**config.mk**
```make
export PLATFORM = sky130hd
export DESIGN_NAME = line_buffer_ctrl
export DESIGN_NICKNAME = d
export VERILOG_FILES = /design/src/rtl/line_buffer_ctrl.sv
export SDC_FILE = /design/constraint.sdc
export NUM_CORES = 1
export LEC_CHECK = 0
export CAP_MARGIN = 20
export CORE_UTILIZATION = 54
export CTS_CLUSTER_DIAMETER = 150
export CTS_CLUSTER_SIZE = 8
export DETAILED_ROUTE_END_ITERATION = 10
export PLACE_DENSITY = 0.81
export REMOVE_ABC_BUFFERS = 1
export SLEW_MARGIN = 20
export SYNTH_ARGS = -nofsm -noshare
export SYNTH_HDL_FRONTEND = slang
export SYNTH_SLANG_ARGS = --single-unit
```
**constraint.sdc**
```tcl
create_clock -name clk -period 2.8 [get_ports clk]
set_clock_uncertainty 0.2 [all_clocks]
set_input_delay 0.84 -clock clk [delete_from_list [all_inputs] [get_ports clk]]
set_output_delay 0.84 -clock clk [all_outputs]
set_load 0.01 [all_outputs]
```
**src/rtl/line_buffer_ctrl.sv**
```systemverilog
// line_buffer_ctrl: sequences line-buffer priming/streaming and flags complete KSIZE x KSIZE windows
module line_buffer_ctrl #(
  parameter int WIDTH  = 640,
  parameter int HEIGHT = 480,
  parameter int KSIZE  = 3,
  parameter int CW     = 10
) (
  input  logic             clk,
  input  logic             rst,
  input  logic             start,
  input  logic             abort,
  input  logic             in_valid,
  output logic             in_ready,
  output logic             lb_rst,
  output logic [KSIZE-2:0] lb_wr_en,
  output logic [KSIZE-2:0] lb_rd_en,
  output logic             win_valid,
  output logic [CW-1:0]    win_col,
  output logic [CW-1:0]    win_row,
  output logic             busy,
  output logic             frame_done
);
  typedef enum logic [2:0] {IDLE, CLEAR, FILL, RUN, DONE} state_t;
  localparam logic [CW-1:0] KM1 = CW'(KSIZE - 1);
  state_t state, state_nx;
  logic [CW-1:0] col, row;
  logic active, accept, abort_hit, abort_q, last_col, last_row;
  always_comb begin
    active    = state == FILL || state == RUN;
    abort_hit = abort && active;
    in_ready  = active && !abort;
    accept    = in_valid && in_ready;
    last_col  = col == CW'(WIDTH - 1);
    last_row  = row == CW'(HEIGHT - 1);
    // abort_q stretches the buffer clear into the IDLE cycle that follows an abort
    lb_rst     = !rst || state == CLEAR || abort_q;
    busy       = state != IDLE;
    frame_done = state == DONE;
    for (int k = 0; k < KSIZE - 1; k++) begin
      lb_wr_en[k] = accept && row >= CW'(k);
      lb_rd_en[k] = accept && row >= CW'(k + 1);
    end
    state_nx = state;
    case (state)
      IDLE:  state_nx = start ? CLEAR : IDLE;
      CLEAR: state_nx = FILL;
      FILL, RUN: begin
        if (abort_hit) state_nx = IDLE;
        else if (accept && last_col)
          state_nx = last_row ? DONE : (row == KM1 - 1'b1 ? RUN : state);
      end
      default: state_nx = IDLE;
    endcase
  end
  always_ff @(posedge clk or negedge rst) begin
    if (!rst) begin
      state     <= IDLE;
      col       <= '0;
      row       <= '0;
      abort_q   <= 1'b0;
      win_valid <= 1'b0;
      win_col   <= '0;
      win_row   <= '0;
    end else begin
      state     <= state_nx;
      abort_q   <= abort_hit;
      win_valid <= accept && row >= KM1 && col >= KM1;
      if (accept) begin
        win_col <= col;
        win_row <= row;
        col     <= last_col ? '0 : col + 1'b1;
        row     <= last_col ? (last_row ? '0 : row + 1'b1) : row;
      end
      if (state == CLEAR || abort_hit) begin
        col <= '0;
        row <= '0;
      end
    end
  end
endmodule

```
==> results.md <==
| Stage | Result | Reported |
|---|---|---|
| sta | Upper clock frequency limit | 365 MHz |
| critical path | Critical path class | input port to output port |
| cells and area | Utilization after layout | 0.730 |
| routing | DR vias/cell | 5.58 |
| global routing | Total track usage | 0.246 |
| min path | Hold/Removal Path Class | register to register |
| cts | Clock sink count | 45 |
| floorplanning | Die height | 67.8 µm |
| critical path | Data required time at the worst endpoint | 1.76 ns |
| yosys | Yosys synthesis warning count | 0 |
| cells and area | Number of nets in the layout | 316 |
| yosys | Cell taking the most area after synthesis | dfrtp_1 |
| floorplanning | Total Die Area | 4600 µm² |
| status | Run status | complete, no violations |
| place | Post-detail-place hpwl | 3560 µm |
| critical path | Largest fanout of any net on the critical path | 2 |
| yosys | Most repeated cell in the gate-level netlist after synthesis | nand2_1 |
| cts | CTS tree | done |
| sta | Count of final hold-check violations | 0 |
| cts | Clock-pin slew of the registers on the worst-case setup and hold paths | 0.08 ns |
| routing | Total length of routed wires | 5050 µm |
| min path | Worst Hold Launch | win_row[3] |
| global routing | Global-route track usage on met1 | 0.328 |
| global routing | Initial antenna violation count | 0 |
| yosys | Synthesized instance count | 253 |
| yosys | Number of distinct library cells after synthesis | 48 |
| routing | Wire length per cell | 14.2 µm |
| cells and area | Area taken by flip-flops and latches | 1130 µm² |
| routing | DRT iter0 DRCs | 98 |
| cells and area | Proportion of layout cells with a drive suffix above 1 | 0.190 |
| cells and area | Area growth from synthesis to final layout | 27.4% |
| floorplanning | # IOs | 34 |
| routing | ANT nets after route | 0 |
| sta | Time the final worst path needs with I/O delays and setup | 2.74 ns |
| routing | Number of detailed-routing iterations run before antenna repair | 4 |
| yosys | Top area cells in the synthesized netlist | dfrtp_1 48%, nand2_1 10%, ha_1 3.2% |
| cts | Maximum buffer depth of the clock tree | 2 |
| job | Count of maximum capacitance violations | 0 |
| global routing | GR Layer Usage met2 | 0.397 |
| power and ir drop | Total leakage power | 1.42 nW |
| routing | Residual DRC | 0 |
| global routing | First-pass GRT wire length | 8400 µm |
| yosys | Number of flops mapped to enable cells by yosys | 0 |
| cells and area | Layout fillers | 313 |
| global routing | Met3 Usage GRT | 0.0333 |
| cts | Number of buffers created by CTS | 5 |
| sta | Period utilisation layout | 0.979 |
| place | Port-buffer cells | 33 |
| cts | Cts hold-fix bufs | 0 |
| sta | Slew of the pin with the lowest slew margin | 0.565 ns |
| power and ir drop | Power per unit of standard cell area | 561 nW/µm² |
| sta | Max-slew headroom at the worst pin | 0.623 |
| cts | Library cell used as clock root buffer | clkbuf_8 |
| critical path | Reg2Reg Setup Slack | 0.68 ns |
| place | Routability congestion estimate from global placement | 0.867 |
| critical path | Endpoint type of the worst setup path | output port |
| sta | Number of setup violations in the final report | 0 |
| yosys | FF+latch count, synth | 45 |
| global routing | Most heavily used metal layer in global routing | met2 |
| floorplanning | Floorplan die width | 67.8 µm |
| yosys | Most common flop cell mapped by yosys | dfrtp_1 |
| yosys | Top cell type's share of synthesized area | 0.481 |
| critical path | Origin of the critical flop-to-flop path | state[2] |
| cts | Clk Latency, worst-skew pair | 0.30 ns |
| global routing | Vias in the first global route | 1846 |
| floorplanning | Row cnt | 23 |
| cells and area | Total inserted antenna cells | 0 |
| yosys | Most used standard cells in the synthesized netlist | 63 x nand2_1, 45 x dfrtp_1, 15 x nand3_1, 12 x nor2_1, 11 x o21ai_0 |
| yosys | Share of the yosys chip area belonging to registers | 0.481 |
| floorplanning | Area of the core | 4090 µm² |
| cts | Max H-tree Level | 2 |
| yosys | Mean cell area of the mapped netlist | 9.25 µm² |
| place | Placement Setup Slack | -0.588 ns |
| global routing | GR Overflow Total | 0 |
| cells and area | Multi-input gate area | 1130 µm² |
| routing | Via count | 1987 |
| sta | Max Transition Viols Final | 0 |
| power and ir drop | Peak supply drop | 0.479 mV |
| floorplanning | Starting Density | 0.573 |
| critical path | Worst setup path startpoint | rst |
| critical path | CP startpoint kind | input port |
| global routing | Largest net degree at the start of global routing | 46 |
| sta | Worst Slack Setup Final | 0.0589 ns |
| critical path | CP arrival | 1.70 ns |
| yosys | Area of the mapped netlist | 2340 µm² |
| yosys | Fraction of registers with async set/reset | 1.00 |
repair_timing:
action,CTS,global route
gates resized for setup,30,4
endpoints found under the setup margin,5,4
buffers inserted,1,1
pin swaps,1,0
layer usage:
metal / vias to the layer above / wire [µm]
met2: 69 / 2410
met3: 8 / 277
met5: - / 0
met1: 936 / 2280
li1: 974 / -
met4: 0 / 91
worst max-delay path, stage by stage:
cell             delay [ns]
buf_2                  0.10
nor2b_1                0.13
o21ai_0                0.07
clkdlybuf4s50_1        0.56
report_power, final:
part / leakage [nW] / total [mW] / internal (mW) / switching, mW
clock: 0.0574 / 0.507 / 0.290 / 0.217
combinational: 0.744 / 0.427 / 0.192 / 0.235
sequential: 0.623 / 0.740 / 0.694 / 0.0466
total: 1.42 / 1.67 / 1.18 / 0.498
registers in the layout (all words and copies together) (netlist names):
signal     flops
win_col       10
col           10
state          3
win_row       10
win_valid      1
abort_q        1
row           10
stage by stage:
stage                     hold WS, ns  area, µm²  TNS [ns]  power (mW)  cells
after floorplan                 0.286       2250     -4.24       0.967    238
after global placement          0.256       2830     -3.02        1.15    346
after detailed placement        0.263       2830     -3.92        1.16    346
after CTS                       0.282       2960         0        1.68    355
after global routing            0.302       2980   -0.0278        1.76    356
final                           0.276       2980         0        1.67    356
area by class of cell:
type / instances / area share
Multi-Input combinational cell: 184 / 0.380
Sequential cell: 45 / 0.378
Timing Repair Buffer: 60 / 0.169
Clock buffer: 6 / 0.0277
Tap cell: 50 / 0.0210
Clock inverter: 2 / 0.0126
Inverter: 9 / 0.0113
path summary, 6_finish.rpt:
path	to	cells past startpoint
worst max register to register	row[4]	7
worst max-delay path	lb_rst	4
max in group asynchronous	state[1]	2
worst min-delay path	win_row[3]	2
worst min register to register	win_row[3]	2
min in group asynchronous	win_row[9]	2
kinds of logic (layout without fill, tap and decap cells):
family	count (synthesis)	after routing	share of synthesized area
multiplexers	2	2	0.00856
AND/OR/NAND/NOR	132	132	0.294
adder cells (fa/ha/maj)	6	6	0.0321
AO/OA/AOI/OAI	39	39	0.113
buffers and inverters	24	77	0.0524
flip-flops	45	45	0.481
XOR/XNOR	5	5	0.0187
cells in the final DEF (no fill, tap or decap), types with 2 or more instances in the layout:
cell type / n
a21oi_1: 6
a22o_1: 2
a2bb2oi_1: 2
and2_1: 2
and3_1: 3
and4_1: 2
buf_2: 6
buf_4: 26
clkbuf_8: 6
clkdlybuf4s50_1: 25
dfrtp_1: 44
dlygate4sd2_1: 2
ha_1: 6
inv_1: 8
mux2i_1: 2
nand2_1: 63
nand2b_1: 3
nand3_1: 15
nand4_1: 3
nand4_4: 2
nor2_1: 10
nor2b_1: 2
nor3_1: 4
nor3b_1: 3
nor4_2: 2
o211ai_1: 5
o21ai_0: 11
o22ai_1: 2
o31ai_1: 2
or2_2: 2
or3_1: 3
or4_1: 2
xnor2_1: 4
Note: power is estimated with default switching activity, not from simulation.
==> variant 1: new RTL, same settings <==
Set the parameter `CW` to 12 (it was 10).
--- a/src/rtl/line_buffer_ctrl.sv
+++ b/src/rtl/line_buffer_ctrl.sv
@@ -3,7 +3,7 @@
   parameter int WIDTH  = 640,
   parameter int HEIGHT = 480,
   parameter int KSIZE  = 3,
-  parameter int CW     = 10
+  parameter int CW     = 12
 ) (
   input  logic             clk,
   input  logic             rst,
Interface: changed (resized win_col and win_row); port bits go from 34 to 38. No check against the original RTL was run, so the function may have changed too.
==> variant 1 against the unedited design <==
  * Via count increased by 13%
  * Synthesized area increased by 16%
  * Routed wire length increased by 17%
  * Design area increased by 18%
  * Die area increased by 16%
  * Power increased by 10%
  * Sequential cell count increased by 8
  * Synthesized cell count unchanged
  * Register-to-register slack got worse by 0.11 ns
  * Count of clock-buffer cells in the layout increased by 1
  * Clock power increased by 4.3%
  * Worst setup slack got worse by 0.0058 ns
==> variant 1: results (changes against the unedited design) <==
Slew @ Worst Pin 0.6498 ns (was 0.5649 ns); grt met2 use 0.4299 (was 0.3973); R2R cell count 5 (was 7); worst vdd ir 0.3311 mV (was 0.4795 mV); Final GP Congestion 0.9101 (was 0.8670); met2 WL 3090 µm (was 2408 µm); layout cell share with drive strength beyond 1 0.2764 (was 0.1895); largest net degree at the start of global routing 54 (was 46); via count 2240 (was 1987); Fmax 364.1 MHz (was 364.8 MHz); via count of the first global-routing pass 2097 (was 1846); met3 wire length 251 µm (was 277 µm); drt first-iter violations 168 (was 98); post-route insts no fill 389 (was 356); cell area after placement 0.003372 mm² (was 0.002826 mm²); post-synthesis sequential area ratio 0.4876 (was 0.4813); met1 wire length 2531 µm (was 2277 µm); Synth top cells by count 53 x dfrtp_1, 24 x mux2_2, 18 x nand2_1, 15 x a21oi_1, 15 x nand3_1 (was 63 x nand2_1, 45 x dfrtp_1, 15 x nand3_1, 12 x nor2_1, 11 x o21ai_0); Worst R2R Setup Slack 0.57 ns (was 0.68 ns); status finished clean (unchanged); all-layer global routing usage 0.2422 (was 0.2458); I/O Buffers 37 (was 33); detailed placement HPWL 4238 µm (was 3564 µm); WHS 0.3091 ns (was 0.2758 ns); hold depth 1 (was 2)
[variant 1: layout make-up]
| type | instances | area, µm² |
|---|---|---|
| clock buffers | 7 | 86.33 |
| clock inverters | 1 | 30.03 |
| fillers | 350 | 1254 |
| inverters | 8 | 42.54 |
| multi-input cells | 178 | 1336 |
| flip-flops and latches | 53 | 1326 |
| well taps | 67 | 83.83 |
| repair buffers | 75 | 626.9 |
[variant 1: timing repair]
item                       in CTS  in global routing
buffers inserted                1                  0
pin swaps                       1                  4
setup endpoints to repair       6                  5
gates resized for setup        31                  6
cloned                          0                  0
[variant 1: kinds of logic after synthesis]
kind of cell / synth area share
buffers and inverters: 0.04324
multiplexers: 0.1030
XOR/XNOR: 0.01932
flip-flops: 0.4876
AO/OA/AOI/OAI: 0.1017
adder cells (fa/ha/maj): 0.02760
AND/OR/NAND/NOR: 0.2176
[variant 1: where the power goes]
part / internal (µW) / total, µW / switching (µW)
combinational: 210 / 481 / 271
clock: 291 / 529 / 238
sequential: 798 / 835 / 36.8
==> variant 2: new RTL, same settings <==
Without the edit above. The 5 states of `state_t` get a one-hot encoding in 5 bits.
--- a/src/rtl/line_buffer_ctrl.sv
+++ b/src/rtl/line_buffer_ctrl.sv
@@ -20,7 +20,7 @@
   output logic             busy,
   output logic             frame_done
 );
-  typedef enum logic [2:0] {IDLE, CLEAR, FILL, RUN, DONE} state_t;
+  typedef enum logic [4:0] {IDLE = 5'b00001, CLEAR = 5'b00010, FILL = 5'b00100, RUN = 5'b01000, DONE = 5'b10000} state_t;
   localparam logic [CW-1:0] KM1 = CW'(KSIZE - 1);
   state_t state, state_nx;
   logic [CW-1:0] col, row;
Function: same outputs for any inputs over 10 cycles, from zero or initial values and one cycle with rst low; not proved beyond that.
==> variant 2 against the unedited design <==
  * Synthesized area is 2.7% higher
  * Routed wire length rose by 18%
  * Design area increased by 3.7%
  * Power fell by 12%
  * Highest routed layer unchanged
  * Worst setup slack worse by 0.042 ns
  * Count of clock-buffer cells in the layout grew 2
  * Register-to-register slack worse by 0.40 ns
  * Via count up 9.8%
  * Non-clock buffer count up 5
  * Critical path type is now reg2out
  * Cell count grew 4.5%
  * Sequential cell count up 2
==> variant 2: results (changes against the unedited design) <==
cell area after placement 0.002903 mm² (was 0.002826 mm²); CTS clk-pin slew, worst paths 0.08 ns (about the same); Rel. slew slack 0.5881 (was 0.6234); pre-CTS WS -0.8243 ns (was -0.5879 ns); status finished clean (unchanged); largest net degree at the start of global routing 48 (was 46); post-synthesis sequential area ratio 0.4898 (was 0.4813); initial antenna violation count 0 (unchanged); via count of the first global-routing pass 1982 (was 1846); WHS 0.2736 ns (was 0.2758 ns); Reg-to-Reg Start state[1]$_DFFE_PN0P_ (was state[2]$_DFFE_PN0P_); worst vdd ir 0.4751 mV (was 0.4795 mV); drt first-iter violations 238 (was 98); Synth top cells by count 61 x nand2_1, 46 x dfrtp_1, 14 x a21oi_1, 13 x o21ai_0, 12 x nand4_1 (was 63 x nand2_1, 45 x dfrtp_1, 15 x nand3_1, 12 x nor2_1, 11 x o21ai_0); leading post-synthesis cells by cell area dfrtp_1 48%, nand2_1 9.5%, ha_1 3.1% (was dfrtp_1 48%, nand2_1 10%, ha_1 3.2%); final net count 332 (was 316); final wirelength 5953 µm (was 5054 µm); leakage power 0.001454 µW (was 0.001424 µW); R2R cell count 8 (was 7); detailed placement HPWL 3829 µm (was 3564 µm); Worst Hold End win_row[2]$_DFFE_PN0P_ (was win_row[3]$_DFFE_PN0P_); Worst R2R Setup Slack 0.28 ns (was 0.68 ns); Final GP Congestion 0.8955 (was 0.8670); via count 2181 (was 1987); HP Start win_row[2]$_DFFE_PN0P_ (was win_row[3]$_DFFE_PN0P_); all-layer global routing usage 0.2739 (was 0.2458); R2R Path End row[3]$_DFFE_PN0P_ (was row[4]$_DFFE_PN0P_); first-pass GRT wire length 9356 µm (was 8404 µm); crit path DAT 1.74 ns (was 1.70 ns); fill count 319 (was 313); Distinct cells, synth 46 (was 48); crit-path max FO 7 (was 2); layout cell share with drive strength beyond 1 0.1832 (was 0.1895)
==> variant 2: worst max path at each step <==
| stage | start | cells past startpoint | slack [ns] | endpoint |
|---|---|---|---|---|
| 2_1_floorplan | abort | 3 | -0.56 | lb_wr_en[0] |
| 3_3_place_gp | abort | 5 | -0.78 | lb_wr_en[1] |
| 3_5_place_dp | abort | 5 | -0.82 | lb_rd_en[0] |
| 4_1_cts | state[2]$_DFFE_PN0P_ | 4 | 0.009 | frame_done |
| 5_1_grt | row[2]$_DFFE_PN0P_ | 5 | -0.09 | lb_rd_en[1] |
| 6_report | row[2]$_DFFE_PN0P_ | 5 | 0.02 | lb_rd_en[1] |
==> variant 2: final cells by class <==
type | instances | area share
sequential | 47 | 0.3807
multi-input combinational | 194 | 0.3770
timing repair buffer | 65 | 0.1800
clock buffer | 8 | 0.03236
tap | 50 | 0.02023
inverter | 8 | 0.009709
==> variant 2: layer usage <==
layer / up-vias / GRT usage / routed length, µm / share of wire
met3: 17 / 0.05263 / 370 / 0.062
li1: 1046 / - / - / -
met4: 0 / 0.09184 / 136 / 0.023
met5: - / 0 / 0 / 0
met2: 78 / 0.4473 / 2832 / 0.48
met1: 1040 / 0.3644 / 2615 / 0.44
==> variant 2: worst max-delay path, stage by stage, from the launching register on <==
cell and delay [ns]:
dfrtp_1 0.46, nor4_2 0.38, nand2_1 0.16, nor3_1 0.24, nor2_1 0.07, buf_2 0.14
==> variant 2: cells by family after synthesis <==
group	count (synthesis)	synth area share
AND/OR/NAND/NOR	138	0.3004
flip-flops	47	0.4898
AO/OA/AOI/OAI	45	0.1130
buffers and inverters	23	0.04425
adder cells (fa/ha/maj)	6	0.03123
XOR/XNOR	5	0.02135
==> variant 2: timing repair <==
action / CTS / global route
gates resized for setup: 29 / 9
setup buffers: 7 / 0
endpoints found under the setup margin: 9 / 6
pin swaps: 2 / 0
==> variant 2: report_power, final <==
group	switching (µW)	internal [µW]	total, µW
sequential	32.4	706	739
clock	221	226	447
combinational	149	142	291
total	403	1070	1480
==> variant 2: stage by stage <==
stage,instances,utilization
global route,372,0.7464
finish,372,0.7464
floorplan,249,-
detailed placement,357,0.7005
global placement,357,0.7005
CTS,372,0.7370
